### config.mk
export PLATFORM = sky130hd
export DESIGN_NAME = pool_2_flat
export DESIGN_NICKNAME = d
export VERILOG_FILES = /design/src/rtl/pool_2_pkg.sv /design/src/rtl/pool_2_if.sv /design/src/rtl/pool_2_max_2.sv /design/src/rtl/pool_2.sv /design/src/flat_wrapper.sv
export SDC_FILE = /design/constraint.sdc
export NUM_CORES = 1
export LEC_CHECK = 0
export BUFFER_PORTS_ARGS = -buffer_cell sky130_fd_sc_hd__buf_2
export CAP_MARGIN = 20
export CORE_AREA = 2 2 115 117
export DETAILED_ROUTE_END_ITERATION = 6
export DIE_AREA = 0 0 117 119
export PLACE_DENSITY = 0.58
export SLEW_MARGIN = 10
export SYNTH_ARGS = -nofsm -noshare
export SYNTH_HDL_FRONTEND = slang
export SYNTH_HIERARCHICAL = 1
export SYNTH_SLANG_ARGS = --single-unit
### constraint.sdc
create_clock -name clk -period 4.29 [get_ports clk]
set_input_delay 0.2145 -clock clk [delete_from_list [all_inputs] [get_ports clk]]
set_output_delay 0.2145 -clock clk [all_outputs]
set_load 0.01 [all_outputs]
### src/rtl/pool_2_pkg.sv
// Shared constants, state encoding and address helpers for the pool_2 stage.
package pool_2_pkg;

    localparam int unsigned DATA_SIZE         = 16;
    localparam int unsigned ADDR_W            = 13;
    localparam int unsigned POOL2_DEEP        = 16;
    localparam int unsigned POOL2_INPUT       = 10;
    localparam int unsigned POOL2_OUTPUT      = 5;
    localparam int unsigned POOL2_SIZE        = 2;
    localparam int unsigned CONV2_RESULT_BASE = 5880;
    localparam int unsigned POOL2_RESULT_BASE = 7480;

    typedef enum logic [4:0] {
        S_IDLE  = 5'b00001,
        S_CHECK = 5'b00010,
        S_LOAD  = 5'b00100,
        S_STORE = 5'b01000,
        S_DONE  = 5'b10000
    } state_e;

    // Read address of window element k (k[1] = row offset, k[0] = column offset).
    function automatic logic [ADDR_W-1:0] rd_addr(input logic [4:0] ch, input logic [2:0] row,
                                                  input logic [2:0] col, input logic [2:0] k);
        logic [ADDR_W-1:0] a;
        a = ADDR_W'(CONV2_RESULT_BASE)
          + ADDR_W'(ch) * ADDR_W'(POOL2_INPUT * POOL2_INPUT)
          + (ADDR_W'(row) * ADDR_W'(POOL2_SIZE) + ADDR_W'(k[1])) * ADDR_W'(POOL2_INPUT)
          + ADDR_W'(col) * ADDR_W'(POOL2_SIZE) + ADDR_W'(k[0]);
        return a;
    endfunction

    // Write address of pooled output (ch, row, col).
    function automatic logic [ADDR_W-1:0] wr_addr(input logic [4:0] ch, input logic [2:0] row,
                                                  input logic [2:0] col);
        logic [ADDR_W-1:0] a;
        a = ADDR_W'(POOL2_RESULT_BASE)
          + ADDR_W'(ch) * ADDR_W'(POOL2_OUTPUT * POOL2_OUTPUT)
          + ADDR_W'(row) * ADDR_W'(POOL2_OUTPUT)
          + ADDR_W'(col);
        return a;
    endfunction

endpackage

### src/rtl/pool_2_if.sv
// Stage handshake plus result-BRAM port A; master is the pooling engine side.
interface pool_2_if;
    import pool_2_pkg::*;

    logic                 pool_2_en;
    logic                 pool_2_finish;
    logic                 result_bram_ena;
    logic                 result_bram_wea;
    logic [ADDR_W-1:0]    result_bram_addra;
    logic [DATA_SIZE-1:0] result_bram_dina;
    logic [DATA_SIZE-1:0] result_bram_douta;

    modport master (
        input  pool_2_en, result_bram_douta,
        output pool_2_finish, result_bram_ena, result_bram_wea, result_bram_addra, result_bram_dina
    );

    modport slave (
        output pool_2_en, result_bram_douta,
        input  pool_2_finish, result_bram_ena, result_bram_wea, result_bram_addra, result_bram_dina
    );
endinterface

### src/rtl/pool_2_max_2.sv
// Combinational signed maximum of two words.
module max_2
    import pool_2_pkg::*;
(
    input  logic [DATA_SIZE-1:0] a_i,
    input  logic [DATA_SIZE-1:0] b_i,
    output logic [DATA_SIZE-1:0] max_o
);
    // Strict compare so a tie keeps a_i (the running maximum).
    assign max_o = ($signed(b_i) > $signed(a_i)) ? b_i : a_i;
endmodule

### src/rtl/pool_2.sv
// 2x2 stride-2 max pooling of 16 x 10x10 maps into 16 x 5x5 maps in the shared result BRAM.
module pool_2
    import pool_2_pkg::*;
(
    input  logic     clk,
    input  logic     rst,
    pool_2_if.master bus
);
    state_e               state_q, state_d;
    logic [4:0]           channel_q, channel_d;
    logic [2:0]           row_q, row_d;
    logic [2:0]           column_q, column_d;
    logic [2:0]           k_q, k_d;
    logic [1:0]           circle_q, circle_d;
    logic [DATA_SIZE-1:0] max_reg_q, max_reg_d;
    logic                 ena_q, ena_d;
    logic                 wea_q, wea_d;
    logic                 finish_q, finish_d;
    logic [ADDR_W-1:0]    addra_q, addra_d;
    logic [DATA_SIZE-1:0] dina_q, dina_d;
    logic [DATA_SIZE-1:0] max_cand;

    max_2 u_max_2 (
        .a_i   (max_reg_q),
        .b_i   (bus.result_bram_douta),
        .max_o (max_cand)
    );

    assign bus.result_bram_ena   = ena_q;
    assign bus.result_bram_wea   = wea_q;
    assign bus.result_bram_addra = addra_q;
    assign bus.result_bram_dina  = dina_q;
    assign bus.pool_2_finish     = finish_q;

    // Next-state and output logic; everything holds while disabled, except leaving S_DONE.
    always_comb begin
        state_d   = state_q;
        channel_d = channel_q;
        row_d     = row_q;
        column_d  = column_q;
        k_d       = k_q;
        circle_d  = circle_q;
        max_reg_d = max_reg_q;
        ena_d     = ena_q;
        wea_d     = wea_q;
        finish_d  = finish_q;
        addra_d   = addra_q;
        dina_d    = dina_q;

        if (bus.pool_2_en || state_q == S_DONE) begin
            unique case (state_q)
                S_IDLE: begin
                    channel_d = '0;
                    row_d     = '0;
                    column_d  = '0;
                    finish_d  = 1'b0;
                    state_d   = S_CHECK;
                end
                S_CHECK: begin
                    if (channel_q == 5'(POOL2_DEEP)) begin
                        ena_d    = 1'b0;
                        wea_d    = 1'b0;
                        finish_d = 1'b1;
                        state_d  = S_DONE;
                    end else begin
                        k_d      = '0;
                        circle_d = '0;
                        state_d  = S_LOAD;
                    end
                end
                S_LOAD: begin
                    if (k_q == 3'd4) begin
                        ena_d    = 1'b0;
                        circle_d = '0;
                        state_d  = S_STORE;
                    end else begin
                        circle_d = circle_q + 2'd1;
                        if (circle_q == 2'd0) begin
                            ena_d   = 1'b1;
                            wea_d   = 1'b0;
                            addra_d = rd_addr(channel_q, row_q, column_q, k_q);
                        end
                        // Read data for the address issued three cycles ago is valid now.
                        if (circle_q == 2'd3) begin
                            max_reg_d = (k_q == 3'd0) ? bus.result_bram_douta : max_cand;
                            k_d       = k_q + 3'd1;
                        end
                    end
                end
                S_STORE: begin
                    circle_d = circle_q + 2'd1;
                    if (circle_q == 2'd0) begin
                        ena_d   = 1'b1;
                        wea_d   = 1'b1;
                        addra_d = wr_addr(channel_q, row_q, column_q);
                        dina_d  = max_reg_q;
                    end
                    if (circle_q == 2'd3) begin
                        ena_d   = 1'b0;
                        wea_d   = 1'b0;
                        state_d = S_CHECK;
                        if (column_q == 3'(POOL2_OUTPUT - 1)) begin
                            column_d = '0;
                            if (row_q == 3'(POOL2_OUTPUT - 1)) begin
                                row_d     = '0;
                                channel_d = channel_q + 5'd1;
                            end else begin
                                row_d = row_q + 3'd1;
                            end
                        end else begin
                            column_d = column_q + 3'd1;
                        end
                    end
                end
                S_DONE: begin
                    if (!bus.pool_2_en) begin
                        finish_d = 1'b0;
                        state_d  = S_IDLE;
                    end
                end
                default: state_d = S_IDLE;
            endcase
        end
    end

    // State and output registers with asynchronous reset.
    always_ff @(posedge clk or posedge rst) begin
        if (rst) begin
            state_q   <= S_IDLE;
            channel_q <= '0;
            row_q     <= '0;
            column_q  <= '0;
            k_q       <= '0;
            circle_q  <= '0;
            max_reg_q <= '0;
            ena_q     <= 1'b0;
            wea_q     <= 1'b0;
            finish_q  <= 1'b0;
            addra_q   <= '0;
            dina_q    <= '0;
        end else begin
            state_q   <= state_d;
            channel_q <= channel_d;
            row_q     <= row_d;
            column_q  <= column_d;
            k_q       <= k_d;
            circle_q  <= circle_d;
            max_reg_q <= max_reg_d;
            ena_q     <= ena_d;
            wea_q     <= wea_d;
            finish_q  <= finish_d;
            addra_q   <= addra_d;
            dina_q    <= dina_d;
        end
    end
endmodule

### src/flat_wrapper.sv
// flat-port wrapper written by rule: the top's interface ports become plain ports
module pool_2_flat import pool_2_pkg::*;
  (clk, rst, bus_pool_2_en, bus_result_bram_douta, bus_pool_2_finish, bus_result_bram_ena, bus_result_bram_wea, bus_result_bram_addra, bus_result_bram_dina);
  pool_2_if bus_i ();
  input  logic clk;
  input  logic rst;
  input wire logic [$bits(bus_i.pool_2_en)-1:0] bus_pool_2_en;
  input wire logic [$bits(bus_i.result_bram_douta)-1:0] bus_result_bram_douta;
  output wire logic [$bits(bus_i.pool_2_finish)-1:0] bus_pool_2_finish;
  output wire logic [$bits(bus_i.result_bram_ena)-1:0] bus_result_bram_ena;
  output wire logic [$bits(bus_i.result_bram_wea)-1:0] bus_result_bram_wea;
  output wire logic [$bits(bus_i.result_bram_addra)-1:0] bus_result_bram_addra;
  output wire logic [$bits(bus_i.result_bram_dina)-1:0] bus_result_bram_dina;
  assign bus_i.pool_2_en = bus_pool_2_en;
  assign bus_i.result_bram_douta = bus_result_bram_douta;
  assign bus_pool_2_finish = bus_i.pool_2_finish;
  assign bus_result_bram_ena = bus_i.result_bram_ena;
  assign bus_result_bram_wea = bus_i.result_bram_wea;
  assign bus_result_bram_addra = bus_i.result_bram_addra;
  assign bus_result_bram_dina = bus_i.result_bram_dina;
  pool_2 u_core (.clk(clk), .rst(rst), .bus(bus_i));
endmodule
==> results of run 1 <==
-- cells in the mapped netlist (all sizes together), types with 5 or more instances --
library cell  number  area share, %
ha                79             18
inv               76            5.1
dfrtp             68             30
nand2             58            4.0
o21ai             47            4.3
mux2              32            7.7
a21oi             30            2.7
nor2              25            1.9
mux2i             18            3.4
xnor2             14            2.2
buf               11            1.8
nand3             10           0.98
xor2              10            1.6
fa                 9            3.2
a21o               8            1.1
a211oi             7            1.0
clkbuf             6           0.40
nor3               6           0.74
a31oi              5           0.56
nand3b             5           0.74
nor3b              5            1.2
o21bai             5           0.87
-- through the flow --
step	hold WS (ns)	instances	setup slack (ns)
after floorplan	0.413	576	0.560
after global placement	0.438	788	0.394
after detailed placement	0.446	788	0.333
after CTS	0.0804	804	0.286
after global routing	0.136	806	0.0612
final	0.0586	806	0.324
-- path summary, 6_finish.rpt --
path,from,endpoint,slack [ns],cells after the start
min in group clk,bus_result_bram_douta[14],u_core/max_reg_q[14],0.20,3
hold reg to reg,u_core/bus.result_bram_addra[2],u_core/bus.result_bram_addra[2],0.48,2
setup / recovery,u_core/channel_q[0],u_core/bus.result_bram_addra[12],0.32,15
hold / removal,rst,u_core/max_reg_q[12],0.06,2
setup reg to reg,u_core/channel_q[0],u_core/bus.result_bram_addra[12],0.32,15
max in group asynchronous,rst,u_core/state_q[0],3.26,3
-- state kept, by name, indices dropped and copies added (netlist names) --
name,flops
u_core/bus.result_bram_wea,1
u_core/bus.result_bram_dina,16
u_core/k_q,3
u_core/bus.result_bram_ena,1
u_core/state_q,5
u_core/max_reg_q,16
u_core/row_q,3
u_core/channel_q,5
u_core/bus.pool_2_finish,1
u_core/bus.result_bram_addra,13
u_core/column_q,3
u_core/circle_q,2
-- per-layer routing --
metal / routed length [um] / track usage, % / vias to the layer above
met2: 5370 / 28.8 / 62
met1: 5520 / 23.6 / 1923
li1: - / - / 2092
met5: 0 / 0 / -
met3: 437 / 3.82 / 14
met4: 179 / 6.18 / 0
-- critical path: cells and delay by family, from the launching register on --
kind                     cells  cell delay (ns)
XOR/XNOR                     1             0.09
buffers and inverters        3             0.26
flip-flops                   1             0.45
adder cells (fa/ha/maj)      7             2.10
AO/OA/AOI/OAI                4             0.97
-- logic make-up (layout without fill, tap and decap cells) --
kind of cell    after synthesis  after routing  synth area share (%)
compound gates              124            124                  13.8
xor+xnor                     24             24                  3.76
fa+ha+maj                    88             88                  20.9
buf+inv                      93            147                  7.27
flops                        69             69                  30.9
mux                          50             50                  11.2
simple gates                128            128                  12.2
-- report_power, final --
group	internal, W	switching, W
Clock	0.000467	0.000288
Combinational	0.000619	0.000737
Sequential	0.000789	0.000143
Total	0.00187	0.00117
-- cell type report --
type / count / area, sq um
Multi-Input combinational cell: 414 / 3460
Timing Repair Buffer: 55 / 303
Fill cell: 1232 / 6580
Sequential cell: 69 / 1730
Tap cell: 176 / 220
Clock buffer: 11 / 243
Inverter: 76 / 285
Clock inverter: 5 / 58.8
==> metrics.log, run 1 <==
[metrics] run status: finished, final reports clean
[metrics] final instance area: 0.00630 sq mm
[metrics] worst setup skew after layout: 0.00811 ns
[metrics] start-to-end type of the worst setup path: flip-flop to flip-flop
[metrics] post-layout util: 48.9%
[metrics] RSZ-0062 raised after global routing: no
[metrics] max-cap check violation count: 0
[metrics] Max Buffers Root-to-Sink: 2
[metrics] initial antenna violation count: 0
[metrics] crit-path most repeated cell: sky130_fd_sc_hd__ha_1
[metrics] actual transition at the worst max-transition pin: 0.876 ns
[metrics] wire length of the first global-routing pass: 19.6 mm
[metrics] share of synthesized flip-flops with an asynchronous set or reset: 100%
[metrics] Max stage delay cell, worst path: sky130_fd_sc_hd__dfrtp_2
[metrics] clock tree from TritonCTS: yes
[metrics] clock transition at the register clock pins on the worst setup and hold paths after CTS: 0.06 ns
[metrics] Placed Instance Area: 0.00596 sq mm
[metrics] final routed DRC violation total: 0
[metrics] hold bufs inserted after CTS: 0
[metrics] max_slew headroom: 41.5%
[metrics] layout cell share with drive strength beyond 1: 19.8%
[metrics] number of buffers created by CTS: 9
[metrics] synthesized area per cell: 9.71 sq um
[metrics] total nets after synthesis: 683
[metrics] endpoint required time on the critical path: 4.53 ns
[metrics] total via count after detailed routing: 4091
[metrics] insertion delay of the later-clocked pin in the worst-skew pair: 0.34 ns
[metrics] number of library cell types mapped by synthesis: 62
[metrics] synthesis-stage register bit count: 69
[metrics] fraction of the yosys area taken by sequential cells: 30.9%
[metrics] maximum operating frequency: 252 MHz
[metrics] Resized cells post-CTS: 0
[metrics] sequence of cells on the critical path: inv_1 -> ha_1 -> ha_1 -> ha_1 -> inv_1 -> fa_1 -> ha_1 -> inv_1 -> ha_1 -> ha_1 -> a21o_1 -> a211o_1 -> a31oi_1 -> xor2_1 -> a211oi_1
[metrics] leading cell type in the layout, fill and taps excluded: sky130_fd_sc_hd__ha_1
[metrics] First-pass DRT Iterations: 4
[metrics] cell area after synthesis: 0.00559 sq mm
[metrics] Core ar.: 0.0129 sq mm
[metrics] Site Rows: 42
[metrics] count of warnings emitted by yosys: 6
[metrics] Antenna Violating Nets Remaining: 0
[metrics] chip width: 117 um
[metrics] data arrival time of the worst path: 4.21 ns
[metrics] number of nets at the end of the flow: 732
[metrics] vertical die dimension: 119 um
[metrics] synthesized instance count: 576
[metrics] period utilisation layout: 92.4%
[metrics] vias per cell: 5.08
[metrics] IO buf count: 50
[metrics] most frequent cells in the layout: sky130_fd_sc_hd__ha_1, sky130_fd_sc_hd__inv_1, sky130_fd_sc_hd__dfrtp_1
[metrics] Total Wirelength: 11.5 mm
[metrics] Fin. Hold Viols: 0
[metrics] clock sinks: 69
[metrics] via count of the first global-routing pass: 4123
[metrics] initial core utilization: 43.4%
[metrics] die area: 0.0139 sq mm
[metrics] leading register cell type out of synthesis: sky130_fd_sc_hd__dfrtp_1
[metrics] drt wl/cell: 14.3 um
[metrics] layout-stage area growth over the synthesis result: 12.6%
[metrics] Cell Pwr Density: 483 mW/mm^2
[metrics] accumulated negative setup slack: 0 ns
[metrics] worst ir drop on vdd: 290 uV
[metrics] buffer count from post-CTS setup fixing: 0
[metrics] clock tree root driver cell: sky130_fd_sc_hd__clkbuf_16
[metrics] maximum number of pins on one net before global-route repair: 41
[metrics] crit-path max FO: 5
[metrics] minimum clock period: 3.97 ns
[metrics] final count of pins violating max slew: 0
[metrics] Largest stage delay, worst path: 0.45 ns
[metrics] overall power after layout: 0.00304 W
[metrics] routability cong.: 0.840
[metrics] Post-DP HPWL: 8.90 mm
[metrics] total I/O pin count: 51
[metrics] number of design-rule violations left by the first detailed-router iteration: 156
[metrics] Worst Hold Class: input port to async pin
[metrics] element type at the critical path start: flip-flop
[metrics] number of synthesized flops with an enable pin: 0
[metrics] depth of the CTS H-tree: 3
[metrics] antenna diode count: 0
[metrics] total track usage: 17.8%
[metrics] total of endpoints with negative setup slack in the final report: 0
[metrics] leftover overflow at the end of global routing: 0
[metrics] leakage power total: 3.31 nW
[metrics] sort of element at the end of the critical path: flip-flop
Note: power is estimated with default switching activity, not from simulation.
==> inputs of run 2 (changes only) <==
--- a/config.mk
+++ b/config.mk
@@ -10,7 +10,7 @@
 export CORE_AREA = 2 2 115 117
 export DETAILED_ROUTE_END_ITERATION = 6
 export DIE_AREA = 0 0 117 119
-export PLACE_DENSITY = 0.58
+export PLACE_DENSITY = 0.67
 export SLEW_MARGIN = 10
 export SYNTH_ARGS = -nofsm -noshare
 export SYNTH_HDL_FRONTEND = slang
==> run 2 against run 1 <==
Clock-buffer cell count is 2 higher. Clock skew is 0.0016 ns lower. Cell area is 0.28% lower. Die area stayed put. Sequential share of layout area is 0.057 points higher. Power is 0.11% lower. Non-clock buffer count is 1 lower. Sequential power hardly changed. Highest routed layer unchanged.
==> metrics.log, run 2 (same netlist as run 1, synthesis figures left out) <==
[metrics] run status: finished, final reports clean (unchanged)
[metrics] Resized cells post-CTS: 0 (unchanged)
[metrics] minimum clock period: 4.05 ns (was 3.97 ns)
[metrics] worst ir drop on vdd: 225 uV (was 290 uV)
[metrics] total track usage: 17.5% (was 17.8%)
[metrics] layout cell share with drive strength beyond 1: 19.2% (was 19.8%)
[metrics] max_slew headroom: 41.5% (about the same)
[metrics] Antenna Violating Nets Remaining: 0 (unchanged)
[metrics] most frequent cells in the layout: sky130_fd_sc_hd__ha_1, sky130_fd_sc_hd__inv_1, sky130_fd_sc_hd__dfrtp_1 (unchanged)
[metrics] number of buffers created by CTS: 9 (unchanged)
[metrics] final count of pins violating max slew: 0 (unchanged)
[metrics] element type at the critical path start: flip-flop (unchanged)
[metrics] RSZ-0062 raised after global routing: no (unchanged)
[metrics] clock sinks: 69 (unchanged)
[metrics] clock tree root driver cell: sky130_fd_sc_hd__clkbuf_16 (unchanged)
[metrics] insertion delay of the later-clocked pin in the worst-skew pair: 0.33 ns (was 0.34 ns)
[metrics] Site Rows: 42 (unchanged)
[metrics] vertical die dimension: 119 um (unchanged)
[metrics] chip width: 117 um (unchanged)
[metrics] worst setup skew after layout: 0.00650 ns (was 0.00811 ns)
[metrics] wire length of the first global-routing pass: 19.4 mm (was 19.6 mm)
[metrics] clock transition at the register clock pins on the worst setup and hold paths after CTS: 0.06 ns (about the same)
[metrics] maximum operating frequency: 247 MHz (was 252 MHz)
[metrics] start-to-end type of the worst setup path: flip-flop to flip-flop (unchanged)
[metrics] drt wl/cell: 14.4 um (was 14.3 um)
[metrics] R2R Path Start: u_core/channel_q[0] (unchanged)
[metrics] leakage power total: 3.30 nW (was 3.31 nW)
[metrics] total I/O pin count: 51 (unchanged)
[metrics] accumulated negative setup slack: 0 ns (unchanged)
[metrics] initial antenna violation count: 0 (unchanged)
[metrics] routability cong.: 0.853 (was 0.840)
[metrics] data arrival time of the worst path: 4.29 ns (was 4.21 ns)
[metrics] Max Buffers Root-to-Sink: 2 (unchanged)
[metrics] Worst Hold Slack: 0.0374 ns (was 0.0586 ns)
[metrics] Cell Pwr Density: 484 mW/mm^2 (was 483 mW/mm^2)
[metrics] leading cell type in the layout, fill and taps excluded: sky130_fd_sc_hd__ha_1 (unchanged)
[metrics] area of the multi-input gates: 0.00346 sq mm (unchanged)
[metrics] fillers: 1175 (was 1232)
[metrics] maximum number of pins on one net before global-route repair: 51 (was 41)
[metrics] die area: 0.0139 sq mm (unchanged)
[metrics] global routing usage on met2: 29.3% (was 28.8%)
[metrics] final routed DRC violation total: 0 (unchanged)
[metrics] Reg area: 0.00173 sq mm (about the same)
[metrics] Top Usage Layer GRT: met2 (unchanged)
[metrics] Core ar.: 0.0129 sq mm (unchanged)
[metrics] leftover overflow at the end of global routing: 0 (unchanged)
[metrics] buffer count from post-CTS setup fixing: 0 (unchanged)
[metrics] Worst Hold Class: input port to async pin (unchanged)
[metrics] layout-stage area growth over the synthesis result: 12.3% (was 12.6%)
[metrics] endpoint required time on the critical path: 4.53 ns (about the same)
[metrics] antenna diode count: 0 (unchanged)
[metrics] IO buf count: 50 (unchanged)
[metrics] max-cap check violation count: 0 (unchanged)
[metrics] via count of the first global-routing pass: 4061 (was 4123)
[metrics] vias per cell: 5.10 (was 5.08)
[metrics] total via count after detailed routing: 4104 (was 4091)
[metrics] Post-DP HPWL: 8.91 mm (was 8.90 mm)
[metrics] depth of the CTS H-tree: 3 (unchanged)
[metrics] initial core utilization: 43.4% (unchanged)
[metrics] sort of element at the end of the critical path: flip-flop (unchanged)
[metrics] met1 track utilization from global routing: 23.0% (was 23.6%)
[metrics] number of design-rule violations left by the first detailed-router iteration: 230 (was 156)
[metrics] Total Wirelength: 11.6 mm (was 11.5 mm)
[metrics] clock tree from TritonCTS: yes (unchanged)
[metrics] path depth of the worst reg2reg path: 15 (unchanged)
[metrics] number of nets at the end of the flow: 731 (was 732)
[metrics] First-pass DRT Iterations: 6 (was 4)
[metrics] reg-to-reg slack, setup: 0.24 ns (was 0.32 ns)
[metrics] met3 Track Usage GR: 2.44% (was 3.82%)
[metrics] period utilisation layout: 94.5% (was 92.4%)
[metrics] actual transition at the worst max-transition pin: 0.876 ns (about the same)
[metrics] hold bufs inserted after CTS: 0 (unchanged)
[metrics] total of endpoints with negative setup slack in the final report: 0 (unchanged)
[metrics] crit-path max FO: 5 (unchanged)
[metrics] Fin. Hold Viols: 0 (unchanged)
[metrics] endpoint of the most critical register-to-register path: u_core/bus.result_bram_addra[12] (unchanged)
[run 2: through the flow]
stage          utilization [%]  instances  total power, W  worst slack (ns)  area (sq um)
2_1_floorplan                -        576         0.00201             0.560          5590
3_3_place_gp              46.3        787         0.00226             0.403          5960
3_5_place_dp              46.3        787         0.00230             0.299          5960
4_1_cts                   48.6        803         0.00306             0.234          6250
5_1_grt                   48.8        805         0.00330           0.00471          6280
6_report                  48.8        805         0.00304             0.238          6280
[run 2: worst max path at each step]
stage,slack (ns),endpoint,depth (start not counted),startpoint
CTS,0.23,u_core/bus.result_bram_addra[12],15,u_core/channel_q[0]
floorplan,0.56,u_core/bus.result_bram_addra[12],15,u_core/channel_q[0]
global route,0.005,u_core/bus.result_bram_addra[11],17,u_core/channel_q[0]
global placement,0.40,u_core/bus.result_bram_addra[12],15,u_core/channel_q[0]
detailed placement,0.30,u_core/bus.result_bram_addra[12],15,u_core/channel_q[0]
finish,0.24,u_core/bus.result_bram_addra[12],15,u_core/channel_q[0]
[run 2: per-layer routing]
metal,share of wire [%],up-vias
li1,-,2095
met4,1.3,0
met1,47,1933
met5,0,-
met3,2.9,12
met2,49,64
[run 2: critical path, cell delays in order, from the launching register on]
cell                       delay [ns]
sky130_fd_sc_hd__dfrtp_1         0.45
sky130_fd_sc_hd__inv_1           0.14
sky130_fd_sc_hd__ha_1            0.34
sky130_fd_sc_hd__ha_1            0.29
sky130_fd_sc_hd__ha_1            0.21
sky130_fd_sc_hd__inv_1           0.07
sky130_fd_sc_hd__fa_1            0.44
sky130_fd_sc_hd__ha_1            0.32
sky130_fd_sc_hd__inv_1           0.05
sky130_fd_sc_hd__ha_1            0.28
sky130_fd_sc_hd__ha_1            0.32
sky130_fd_sc_hd__a21o_1          0.19
sky130_fd_sc_hd__a211o_1         0.31
sky130_fd_sc_hd__a31oi_1         0.21
sky130_fd_sc_hd__xor2_1          0.09
sky130_fd_sc_hd__a211oi_1        0.25
[run 2: power by group]
part	internal [W]	total, W	switching, W
logic	0.000616	0.00137	0.000752
registers	0.000789	0.000933	0.000145
clock network	0.000466	0.000739	0.000272
[run 2: cell type report]
cell class,count,area share [%]
Clock buffer,13,3.98
Clock inverter,3,0.717
Inverter,76,4.56
Multi-Input combinational cell,414,55.1
Sequential cell,69,27.5
Tap cell,176,3.51
Timing Repair Buffer,54,4.64
==> inputs of run 3 (changes only) <==
--- a/config.mk
+++ b/config.mk
@@ -5,11 +5,12 @@
 export SDC_FILE = /design/constraint.sdc
 export NUM_CORES = 1
 export LEC_CHECK = 0
+export ABC_AREA = 1
 export BUFFER_PORTS_ARGS = -buffer_cell sky130_fd_sc_hd__buf_2
 export CAP_MARGIN = 20
-export CORE_AREA = 2 2 115 117
+export CORE_AREA = 2 2 118 120
 export DETAILED_ROUTE_END_ITERATION = 6
-export DIE_AREA = 0 0 117 119
+export DIE_AREA = 0 0 120 122
 export PLACE_DENSITY = 0.67
 export SLEW_MARGIN = 10
 export SYNTH_ARGS = -nofsm -noshare
==> run 3 against run 2 <==
Sequential share of layout area shrank 1.2 points. Non-clock buffer count shrank 3. Sequential power grew 16%. Routed wire length grew 6.1%. First-iteration DRC count shrank 3.0%. Worst hold slack gained 0.10 ns. Clock skew is essentially flat. Clock-buffer cell count shrank 1. Critical path depth grew 5.
==> metrics.log, run 3 <==
[metrics] Site Rows: 43 (was 42)
[metrics] total track usage: 17.9% (was 17.5%)
[metrics] sort of element at the end of the critical path: flip-flop (unchanged)
[metrics] Core ar.: 0.0135 sq mm (was 0.0129 sq mm)
[metrics] crit-path most repeated cell: sky130_fd_sc_hd__ha_1 (unchanged)
[metrics] Cell Pwr Density: 567 mW/mm^2 (was 484 mW/mm^2)
[metrics] path depth of the worst reg2reg path: 20 (was 15)
[metrics] cell area after synthesis: 0.00591 sq mm (was 0.00559 sq mm)
[metrics] share of synthesized flip-flops with an asynchronous set or reset: 100% (unchanged)
[metrics] total via count after detailed routing: 4800 (was 4104)
[metrics] Post-DP HPWL: 9.28 mm (was 8.91 mm)
[metrics] Fin. Hold Viols: 0 (unchanged)
[metrics] maximum number of pins on one net before global-route repair: 70 (was 51)
[metrics] start-to-end type of the worst setup path: flip-flop to flip-flop (unchanged)
[metrics] drt wl/cell: 12.7 um (was 14.4 um)
[metrics] final count of pins violating max slew: 0 (unchanged)
[metrics] leading cell type in the layout, fill and taps excluded: sky130_fd_sc_hd__nand2_1 (was sky130_fd_sc_hd__ha_1)
[metrics] smallest setup slack after layout: 0.390 ns (was 0.238 ns)
[metrics] RSZ-0062 raised after global routing: no (unchanged)
[metrics] cell family contributing the most delay on the critical path: adder cells (unchanged)
[metrics] number of buffers created by CTS: 9 (unchanged)
[metrics] xor/xnor share of the synthesized area: 2.20% (was 3.76%)
[metrics] routability cong.: 0.841 (was 0.853)
[metrics] number of design-rule violations left by the first detailed-router iteration: 223 (was 230)
[metrics] layout-stage area growth over the synthesis result: 11.2% (was 12.3%)
[metrics] most frequent cells in the layout: sky130_fd_sc_hd__nand2_1, sky130_fd_sc_hd__inv_1, sky130_fd_sc_hd__ha_1 (was sky130_fd_sc_hd__ha_1, sky130_fd_sc_hd__inv_1, sky130_fd_sc_hd__dfrtp_1)
[metrics] synthesized area per cell: 8.03 sq um (was 9.71 sq um)
[metrics] depth of the CTS H-tree: 3 (unchanged)
[metrics] First-pass DRT Iterations: 4 (was 6)
[metrics] max_slew headroom: 42.3% (was 41.5%)
[metrics] via count of the first global-routing pass: 4567 (was 4061)
[metrics] Largest stage delay, worst path: 0.45 ns (about the same)
[metrics] leading register cell type out of synthesis: sky130_fd_sc_hd__dfrtp_1 (unchanged)
[metrics] data arrival time of the worst path: 4.12 ns (was 4.29 ns)
[metrics] total I/O pin count: 51 (unchanged)
[metrics] vertical die dimension: 122 um (was 119 um)
[metrics] maximum operating frequency: 256 MHz (was 247 MHz)
[metrics] total nets after synthesis: 843 (was 683)
[metrics] run status: finished, final reports clean (unchanged)
[metrics] crit-path max FO: 5 (unchanged)
[metrics] chip width: 120 um (was 117 um)
[metrics] Worst Hold Class: input port to async pin (unchanged)
[metrics] vias per cell: 4.97 (was 5.10)
[metrics] WP buf/inv: 4 (was 3)
[metrics] number of synthesized flops with an enable pin: 0 (unchanged)
[metrics] complex-gate fraction of the synthesized area: 10.2% (was 13.8%)
[metrics] total of endpoints with negative setup slack in the final report: 0 (unchanged)
[metrics] final routed DRC violation total: 0 (unchanged)
[metrics] Resized cells post-CTS: 0 (unchanged)
[metrics] synthesized instance count: 736 (was 576)
[metrics] leftover overflow at the end of global routing: 0 (unchanged)
[metrics] sequence of cells on the critical path: inv_1 -> ha_1 -> ha_1 -> ha_1 -> inv_1 -> fa_1 -> ha_1 -> inv_1 -> ha_1 -> ha_1 -> a21oi_1 -> nand2_1 -> nand2_1 -> nand3_1 -> inv_1 -> nand3_1 -> nand3_1 -> nand2_1 -> nand2_1 -> nand2_1 (was inv_1 -> ha_1 -> ha_1 -> ha_1 -> inv_1 -> fa_1 -> ha_1 -> inv_1 -> ha_1 -> ha_1 -> a21o_1 -> a211o_1 -> a31oi_1 -> xor2_1 -> a211oi_1)
[metrics] multiplexer area fraction after synthesis: 3.05% (was 11.2%)
[metrics] number of nets at the end of the flow: 888 (was 731)
[metrics] simple logic cell fraction of the synthesized area: 25.4% (was 12.2%)
[metrics] Max stage delay cell, worst path: sky130_fd_sc_hd__dfrtp_1 (unchanged)
[metrics] layout cell share with drive strength beyond 1: 17.2% (was 19.2%)
[metrics] die area: 0.0146 sq mm (was 0.0139 sq mm)
[metrics] cell type with the largest total area after synthesis: sky130_fd_sc_hd__dfrtp_1 (unchanged)
[metrics] leakage power total: 3.55 nW (was 3.30 nW)
[metrics] max-cap check violation count: 0 (unchanged)
[metrics] clock tree root driver cell: sky130_fd_sc_hd__clkbuf_16 (unchanged)
[metrics] hold bufs inserted after CTS: 0 (unchanged)
[metrics] minimum clock period: 3.90 ns (was 4.05 ns)
[metrics] worst setup skew after layout: 0.00675 ns (was 0.00650 ns)
[metrics] actual transition at the worst max-transition pin: 0.865 ns (was 0.876 ns)
[metrics] period utilisation layout: 90.9% (was 94.5%)
[metrics] most repeated cell in the gate-level netlist after synthesis: sky130_fd_sc_hd__nand2_1 (was sky130_fd_sc_hd__ha_1)
[metrics] clock sinks: 69 (unchanged)
[metrics] cell types occupying the most area after synthesis: sky130_fd_sc_hd__dfrtp_1, sky130_fd_sc_hd__ha_1, sky130_fd_sc_hd__nand2_1, sky130_fd_sc_hd__inv_1, sky130_fd_sc_hd__nand3_1 (was sky130_fd_sc_hd__dfrtp_1, sky130_fd_sc_hd__ha_1, sky130_fd_sc_hd__inv_1, sky130_fd_sc_hd__mux2_4, sky130_fd_sc_hd__o21ai_0)
[metrics] fraction of the yosys area taken by sequential cells: 29.2% (was 30.9%)
[metrics] element type at the critical path start: flip-flop (unchanged)
[metrics] initial core utilization: 43.8% (was 43.4%)
[metrics] overall power after layout: 0.00373 W (was 0.00304 W)
[metrics] insertion delay of the later-clocked pin in the worst-skew pair: 0.33 ns (about the same)
[metrics] main combinational cell family by area after synthesis: simple AND/OR/NAND/NOR gates (was adder cells)
[metrics] worst ir drop on vdd: 246 uV (was 225 uV)
[metrics] reg-to-reg slack, setup: 0.39 ns (was 0.24 ns)
[metrics] count of warnings emitted by yosys: 6 (unchanged)
[metrics] IO buf count: 50 (unchanged)
[metrics] initial antenna violation count: 0 (unchanged)
[metrics] accumulated negative setup slack: 0 ns (unchanged)
[metrics] clock tree from TritonCTS: yes (unchanged)
[metrics] Yosys top cell area share: 28.8% (was 30.4%)
[metrics] Antenna Violating Nets Remaining: 0 (unchanged)
[metrics] synthesis-stage register bit count: 69 (unchanged)
[metrics] Max Buffers Root-to-Sink: 2 (unchanged)
[metrics] antenna diode count: 0 (unchanged)
[metrics] clock transition at the register clock pins on the worst setup and hold paths after CTS: 0.06 ns (about the same)
[metrics] share of synthesized cell area in full adder, half adder and majority cells: 19.8% (was 20.9%)
[metrics] critical path depth in cells: 20 (was 15)
[metrics] endpoint required time on the critical path: 4.51 ns (was 4.53 ns)
[metrics] buffer count from post-CTS setup fixing: 0 (unchanged)
[metrics] Total Wirelength: 12.3 mm (was 11.6 mm)
[metrics] most instantiated cells after synthesis: sky130_fd_sc_hd__nand2_1, sky130_fd_sc_hd__inv_1, sky130_fd_sc_hd__ha_1 (was sky130_fd_sc_hd__ha_1, sky130_fd_sc_hd__inv_1, sky130_fd_sc_hd__dfrtp_1)
[metrics] wire length of the first global-routing pass: 21.4 mm (was 19.4 mm)
[metrics] number of library cell types mapped by synthesis: 54 (was 62)
[metrics] worst slack after detailed placement: 0.428 ns (was 0.299 ns)
[run 3: logic make-up after synthesis]
group | Yosys count
simple gates | 316
buf+inv | 144
flops | 69
compound gates | 89
xor+xnor | 14
fa+ha+maj | 88
mux | 16
[run 3: worst paths after layout]
check / startpoint / endpoint
hold / removal: rst / u_core/bus.result_bram_dina[5]
min in group clk: bus_result_bram_douta[14] / u_core/max_reg_q[14]
hold reg to reg: u_core/bus.pool_2_finish / u_core/bus.pool_2_finish
setup / recovery: u_core/channel_q[0] / u_core/bus.result_bram_addra[12]
max in group asynchronous: rst / u_core/column_q[0]
setup reg to reg: u_core/channel_q[0] / u_core/bus.result_bram_addra[12]
[run 3: worst register-to-register path, cell delays in order (launching register included)]
cell and delay (ns):
sky130_fd_sc_hd__dfrtp_1 0.45, sky130_fd_sc_hd__inv_1 0.14, sky130_fd_sc_hd__ha_1 0.34, sky130_fd_sc_hd__ha_1 0.29
sky130_fd_sc_hd__ha_1 0.21, sky130_fd_sc_hd__inv_1 0.08, sky130_fd_sc_hd__fa_1 0.44, sky130_fd_sc_hd__ha_1 0.30
sky130_fd_sc_hd__inv_1 0.04, sky130_fd_sc_hd__ha_1 0.28, sky130_fd_sc_hd__ha_1 0.35, sky130_fd_sc_hd__a21oi_1 0.29
sky130_fd_sc_hd__nand2_1 0.09, sky130_fd_sc_hd__nand2_1 0.06, sky130_fd_sc_hd__nand3_1 0.08, sky130_fd_sc_hd__inv_1 0.06
sky130_fd_sc_hd__nand3_1 0.06, sky130_fd_sc_hd__nand3_1 0.07, sky130_fd_sc_hd__nand2_1 0.07, sky130_fd_sc_hd__nand2_1 0.06
sky130_fd_sc_hd__nand2_1 0.05
[run 3: where the power goes]
part / switching (W) / total (W) / internal, W
clock network: 0.000264 / 0.000728 / 0.000464
registers: 0.000200 / 0.00108 / 0.000884
logic: 0.00119 / 0.00192 / 0.000725
total: 0.00165 / 0.00373 / 0.00207
[run 3: layout make-up]
type / instances / area, sq um
sequential: 69 / 1730
timing repair buffer: 51 / 258
tap: 180 / 225
clock buffer: 12 / 246
clock inverter: 4 / 47.5
inverter: 127 / 482
multi-input combinational: 523 / 3580
fill: 1300 / 6940
[run 3: stage by stage]
step	hold WS [ns]	std cells	instance area [sq um]	util (%)
final	0.140	966	6570	48.6
after global routing	0.183	966	6570	48.6
after CTS	0.171	966	6570	48.6
after detailed placement	0.466	950	6270	46.5
after global placement	0.458	950	6270	46.5
after floorplan	0.391	736	5910	-
[run 3: routing by layer]
layer  GRT usage [%]  vias to the layer above  share of wire, %
met3            3.37                       10               4.2
met1            24.6                     2199                49
met5               0                        -                 0
li1                -                     2505                 -
met2            28.7                       86                46
met4            5.59                        0               1.1
